[src/rtl/lsram_fifo_ctrl.sv]
// Single-clock FIFO controller driving an external two-port LSRAM.
// Occupancy is held in a count register; pointers wrap naturally and never disambiguate full/empty.
module lsram_fifo_ctrl #(
    parameter int WIDTH     = 32,
    parameter int ADDR_W    = 7,
    parameter int AFULL_TH  = 120,
    parameter int AEMPTY_TH = 8
) (
    input  logic              i_clock,
    input  logic              i_reset,
    input  logic              i_we,
    input  logic [WIDTH-1:0]  i_din,
    input  logic              i_re,
    output logic [WIDTH-1:0]  o_dout,
    output logic              o_dvalid,
    output logic              o_full,
    output logic              o_empty,
    output logic              o_afull,
    output logic              o_aempty,
    output logic [ADDR_W:0]   o_count,
    output logic              o_overflow,
    output logic              o_underflow,
    output logic [ADDR_W-1:0] o_ram_waddr,
    output logic              o_ram_wen,
    output logic [WIDTH-1:0]  o_ram_wdata,
    output logic [ADDR_W-1:0] o_ram_raddr,
    output logic              o_ram_ren,
    input  logic [WIDTH-1:0]  i_ram_rdata
);

    localparam int CNT_W = ADDR_W + 1;
    localparam logic [CNT_W-1:0]  C_DEPTH   = CNT_W'(2 ** ADDR_W);
    localparam logic [CNT_W-1:0]  C_AFULL   = CNT_W'(AFULL_TH);
    localparam logic [CNT_W-1:0]  C_AEMPTY  = CNT_W'(AEMPTY_TH);
    localparam logic [CNT_W-1:0]  C_CNT_ONE = CNT_W'(1);
    localparam logic [CNT_W-1:0]  C_CNT_ZERO = CNT_W'(0);
    localparam logic [ADDR_W-1:0] C_PTR_ONE = ADDR_W'(1);
    localparam logic [ADDR_W-1:0] C_PTR_ZERO = ADDR_W'(0);

    logic [ADDR_W-1:0] r_wptr;
    logic [ADDR_W-1:0] r_rptr;
    logic [CNT_W-1:0]  r_count;
    logic              r_full;
    logic              r_empty;
    logic              r_afull;
    logic              r_aempty;
    logic              r_dvalid;
    logic              r_overflow;
    logic              r_underflow;

    logic              w_wr_ok;
    logic              w_rd_ok;
    logic [CNT_W-1:0]  w_count_next;

    // Accept decisions; reset gates the enables so an access in the reset cycle never reaches the RAM.
    always_comb begin
        w_wr_ok = i_we & ~r_full  & ~i_reset;
        w_rd_ok = i_re & ~r_empty & ~i_reset;
    end

    // Next occupancy from the accepted push/pop pair.
    always_comb begin
        w_count_next = r_count;
        case ({w_wr_ok, w_rd_ok})
            2'b10:   w_count_next = r_count + C_CNT_ONE;
            2'b01:   w_count_next = r_count - C_CNT_ONE;
            default: w_count_next = r_count;
        endcase
    end

    // Pointer, occupancy, flag and strobe registers.
    always_ff @(posedge i_clock or posedge i_reset) begin
        if (i_reset) begin
            r_wptr      <= C_PTR_ZERO;
            r_rptr      <= C_PTR_ZERO;
            r_count     <= C_CNT_ZERO;
            r_full      <= 1'b0;
            r_empty     <= 1'b1;
            r_afull     <= 1'b0;
            r_aempty    <= 1'b1;
            r_dvalid    <= 1'b0;
            r_overflow  <= 1'b0;
            r_underflow <= 1'b0;
        end else begin
            if (w_wr_ok) begin
                r_wptr <= r_wptr + C_PTR_ONE;
            end
            if (w_rd_ok) begin
                r_rptr <= r_rptr + C_PTR_ONE;
            end
            r_count     <= w_count_next;
            r_full      <= (w_count_next == C_DEPTH);
            r_empty     <= (w_count_next == C_CNT_ZERO);
            r_afull     <= (w_count_next >= C_AFULL);
            r_aempty    <= (w_count_next <= C_AEMPTY);
            r_dvalid    <= w_rd_ok;
            r_overflow  <= i_we & r_full;
            r_underflow <= i_re & r_empty;
        end
    end

    // RAM-side connections and status outputs.
    always_comb begin
        o_ram_wen   = w_wr_ok;
        o_ram_waddr = r_wptr;
        o_ram_wdata = i_din;
        o_ram_ren   = w_rd_ok;
        o_ram_raddr = r_rptr;
        o_dout      = i_ram_rdata;
        o_dvalid    = r_dvalid;
        o_full      = r_full;
        o_empty     = r_empty;
        o_afull     = r_afull;
        o_aempty    = r_aempty;
        o_count     = r_count;
        o_overflow  = r_overflow;
        o_underflow = r_underflow;
    end

endmodule

[config.mk]
export PLATFORM = sky130hd
export DESIGN_NAME = lsram_fifo_ctrl
export DESIGN_NICKNAME = d
export VERILOG_FILES = /design/src/rtl/lsram_fifo_ctrl.sv
export SDC_FILE = /design/constraint.sdc
export NUM_CORES = 1
export LEC_CHECK = 0
export ABC_AREA = 1
export CAP_MARGIN = 20
export CORE_ASPECT_RATIO = 0.75
export CORE_MARGIN = 1
export CORE_UTILIZATION = 37
export CTS_BUF_LIST = sky130_fd_sc_hd__clkbuf_16
export DETAILED_ROUTE_END_ITERATION = 8
export PLACE_DENSITY_LB_ADDON = 0.15
export SYNTH_ARGS = -nofsm -noshare
export SYNTH_HDL_FRONTEND = slang
export SYNTH_SLANG_ARGS = --single-unit
[constraint.sdc]
create_clock -name i_clock -period 4.2 [get_ports i_clock]
set_input_delay 0.42 -clock i_clock [delete_from_list [all_inputs] [get_ports i_clock]]
set_output_delay 0.42 -clock i_clock [all_outputs]
set_load 0.02 [all_outputs]
==> results.toml <==
[run_status]
status = "finished clean"

[critical_path]
cpMostUsedCell = "nor2_1"
r2r_start = "o_empty"
path_class = "in2reg"
slowest_stage = "clkdlybuf4s50_1"
r2r-end = "o_full"
critPathLaunch = "i_reset"
cp_cell_sequence = "clkdlybuf4s50_1 -> nor3_4 -> ha_1 -> inv_1 -> fa_1 -> o21ai_0 -> nor2_1 -> nand2_1 -> nor2_1 -> nand3_1 -> nor2_1"
path_max_fanout = 8
r2r_cells = 10
arrival_ns = 3.07
endpoint = "o_full"
crit_path_end_kind = "flip-flop"
crit_required_ns = 4.40
startpoint_type = "primary input"
rrSetupSlack_ns = 1.66
slowest_delay_ns = 0.52

[clocking]
cts_resized = 0
tritoncts = "done"
worstSkewPairLatency_ns = 0.27
cts.path.max_buffers = 2
clk_pin_slew_ns = 0.05
clock-sinks = 29
ctsRootBufferMaster = "clkbuf_16"
cts_buffers = 5
htree_levels = 2
holdBufCountCts = 0
postCtsSetupRepairBufs = 0

[sta]
finalSetupTns_ns = 0
period_share_pct = 68.4
slew_viol_final = 0
finalSetupViolCount = 0
rsz0062_at_grt = "false"
max_slew_margin_pct = 72.3
finalHoldViolCount = 0
worstMarginPinSlew_ns = 0.415
fin_crit_ns = 2.87
fin_skew_ns = 0.00316
fmax_mhz = 348

[place]
port_buffers = 34
hpwl_um = 2780
gp_congestion = 0.777

[drt]
final_antenna_net_count = 0
postRouteWirelength_um = 3640
routedWlPerCell_um = 11.7
vias_per_cell = 4.35
drt_iter0_drc = 41
drcViolationCount = 0
vias = 1354
first_pass_iters = 5

[yosys]
syn-instance-count = 259
synthMuxAreaShare_pct = 0.529
synth_cell_types = 25
synth_fp_nets = 337
synth_top_area_share_pct = 31.7
syn_avg_cell_area_um2 = 8.22
ys_seq_area_share_pct = 34.2
synth_edf_count = 0
synth_warnings = 0
synth_top_cell_by_area = "dfrtp_1"
yosysMostFrequentCell = "buf_4"
synth_fa_ha_area_share_pct = 6.23
ys_seq_elements = 29
synth_common_cells = "buf_4, nand2_1, inv_1"
synth-simple-area-share_pct = 23.4
synth_flop_cell = "dfrtp_1"
synth_top_family_by_area = "buffers and inverters"
synth_compound_area_share_pct = 0.940
ys_async_sr_fraction_pct = 100
yosys-top-cells-area = "dfrtp_1, buf_4, nand2_1"
syn-cell-area_mm2 = 0.00213
synthXorXnorAreaFrac_pct = 5.76

[grt]
grt_use_total_pct = 13.0
overflow = 0
antenna_found_initial = 0
grt_pass1_vias = 1239
grt_max_degree = 20
grt_pass1_wl_um = 5880

[die]
die_h_um = 67.7
boundaryPins = 163
die_width_um = 89.6
initial_core_util_pct = 39.2
core-area_mm2 = 0.00544
dieArea_mm2 = 0.00607
placementRows = 23

[finish]
drive_gt1_share_pct = 9.32
fin_nets = 313
synthToLayoutAreaGrowth_pct = 3.76
diodes = 0
fin_util_pct = 40.6

[pwr]
p_per_area_mw_per_mm2 = 737
p_leak_uw = 0.00110
irDropWorstVdd_uv = 308

[run]
maxCapViolations = 0

[worst_hold_path]
hold_class = "reg2reg"
[placed cells by master (no fill, tap or decap), drive strengths merged]
cell and count:
xnor2 7, nor3b 1, mux2 1, xor2 7
clkbuf 5, nand4 5, nor3 3, a21oi 2
or2 3, fa 1, clkinv 3, nand2 57
inv 31, buf 1, dfstp 2, nor2 10
o21ai 2, dfrtp 27, clkdlybuf4s50 34, nand3 25
ha 9
[flip-flops by register name, summed over array words and instances (netlist names)]
name         count
o_aempty         1
o_afull          1
o_count          8
o_dvalid         1
o_empty          1
o_full           1
o_overflow       1
o_ram_raddr      7
o_ram_waddr      7
o_underflow      1
[kinds of logic after synthesis]
logic type                 Yosys count
adders and majority gates           10
DFF                                 29
and+or+nand+nor                    104
xor gates and xnor gates            14
AOI/OAI and AO/OA                    4
muxes                                1
buffers and inverters               97
[power by group]
| group | internal, uW | total, uW | switching (uW) |
|---|---|---|---|
| logic | 351 | 793 | 441 |
| registers | 390 | 504 | 114 |
| clock network | 213 | 331 | 117 |
[routing by layer]
metal / track usage [%] / vias to the layer above / routed length, um / part of all wire (%)
met5: 0 / - / 0 / 0
met4: 4.76 / 0 / 55 / 1.5
met3: 5.01 / 13 / 262 / 7.2
met2: 16.7 / 39 / 1340 / 37
met1: 19.3 / 600 / 1980 / 54
li1: - / 702 / - / -
[how the worst min path moves through the flow]
stage	end	depth (start not counted)	from
floorplan	o_afull	1	i_reset
global placement	o_ram_waddr[6]	1	o_ram_waddr[6]
detailed placement	o_ram_raddr[6]	1	o_ram_raddr[6]
CTS	o_ram_waddr[6]	1	o_ram_waddr[6]
global route	o_ram_waddr[6]	1	o_ram_waddr[6]
finish	o_ram_waddr[6]	1	o_ram_waddr[6]
[metrics by stage]
stage | instance area, um2 | setup slack (ns) | hold slack [ns] | power [uW] | std cells
2_1_floorplan | 2130 | 1.75 | 0.497 | 1080 | 259
3_3_place_gp | 2070 | 1.00 | 0.458 | 1310 | 303
3_5_place_dp | 2070 | 1.03 | 0.462 | 1300 | 303
4_1_cts | 2210 | 1.29 | 0.470 | 1640 | 311
5_1_grt | 2210 | 1.02 | 0.486 | 1760 | 311
6_report | 2210 | 1.33 | 0.466 | 1630 | 311
[cell type report]
class	instances	area, um2
Timing Repair Buffer	35	348
Multi-Input combinational cell	133	786
Clock inverter	3	12.5
Fill cell	555	3230
Clock buffer	5	125
Tap cell	75	93.8
Inverter	31	116
Sequential cell	29	728
[worst max-delay path, delay by kind of cell]
family | cells | cell delay, ns
and+or+nand+nor | 6 | 0.99
AOI/OAI and AO/OA | 1 | 0.11
adders and majority gates | 2 | 0.93
buffers and inverters | 2 | 0.62
Power figures use the tool's default switching activity.
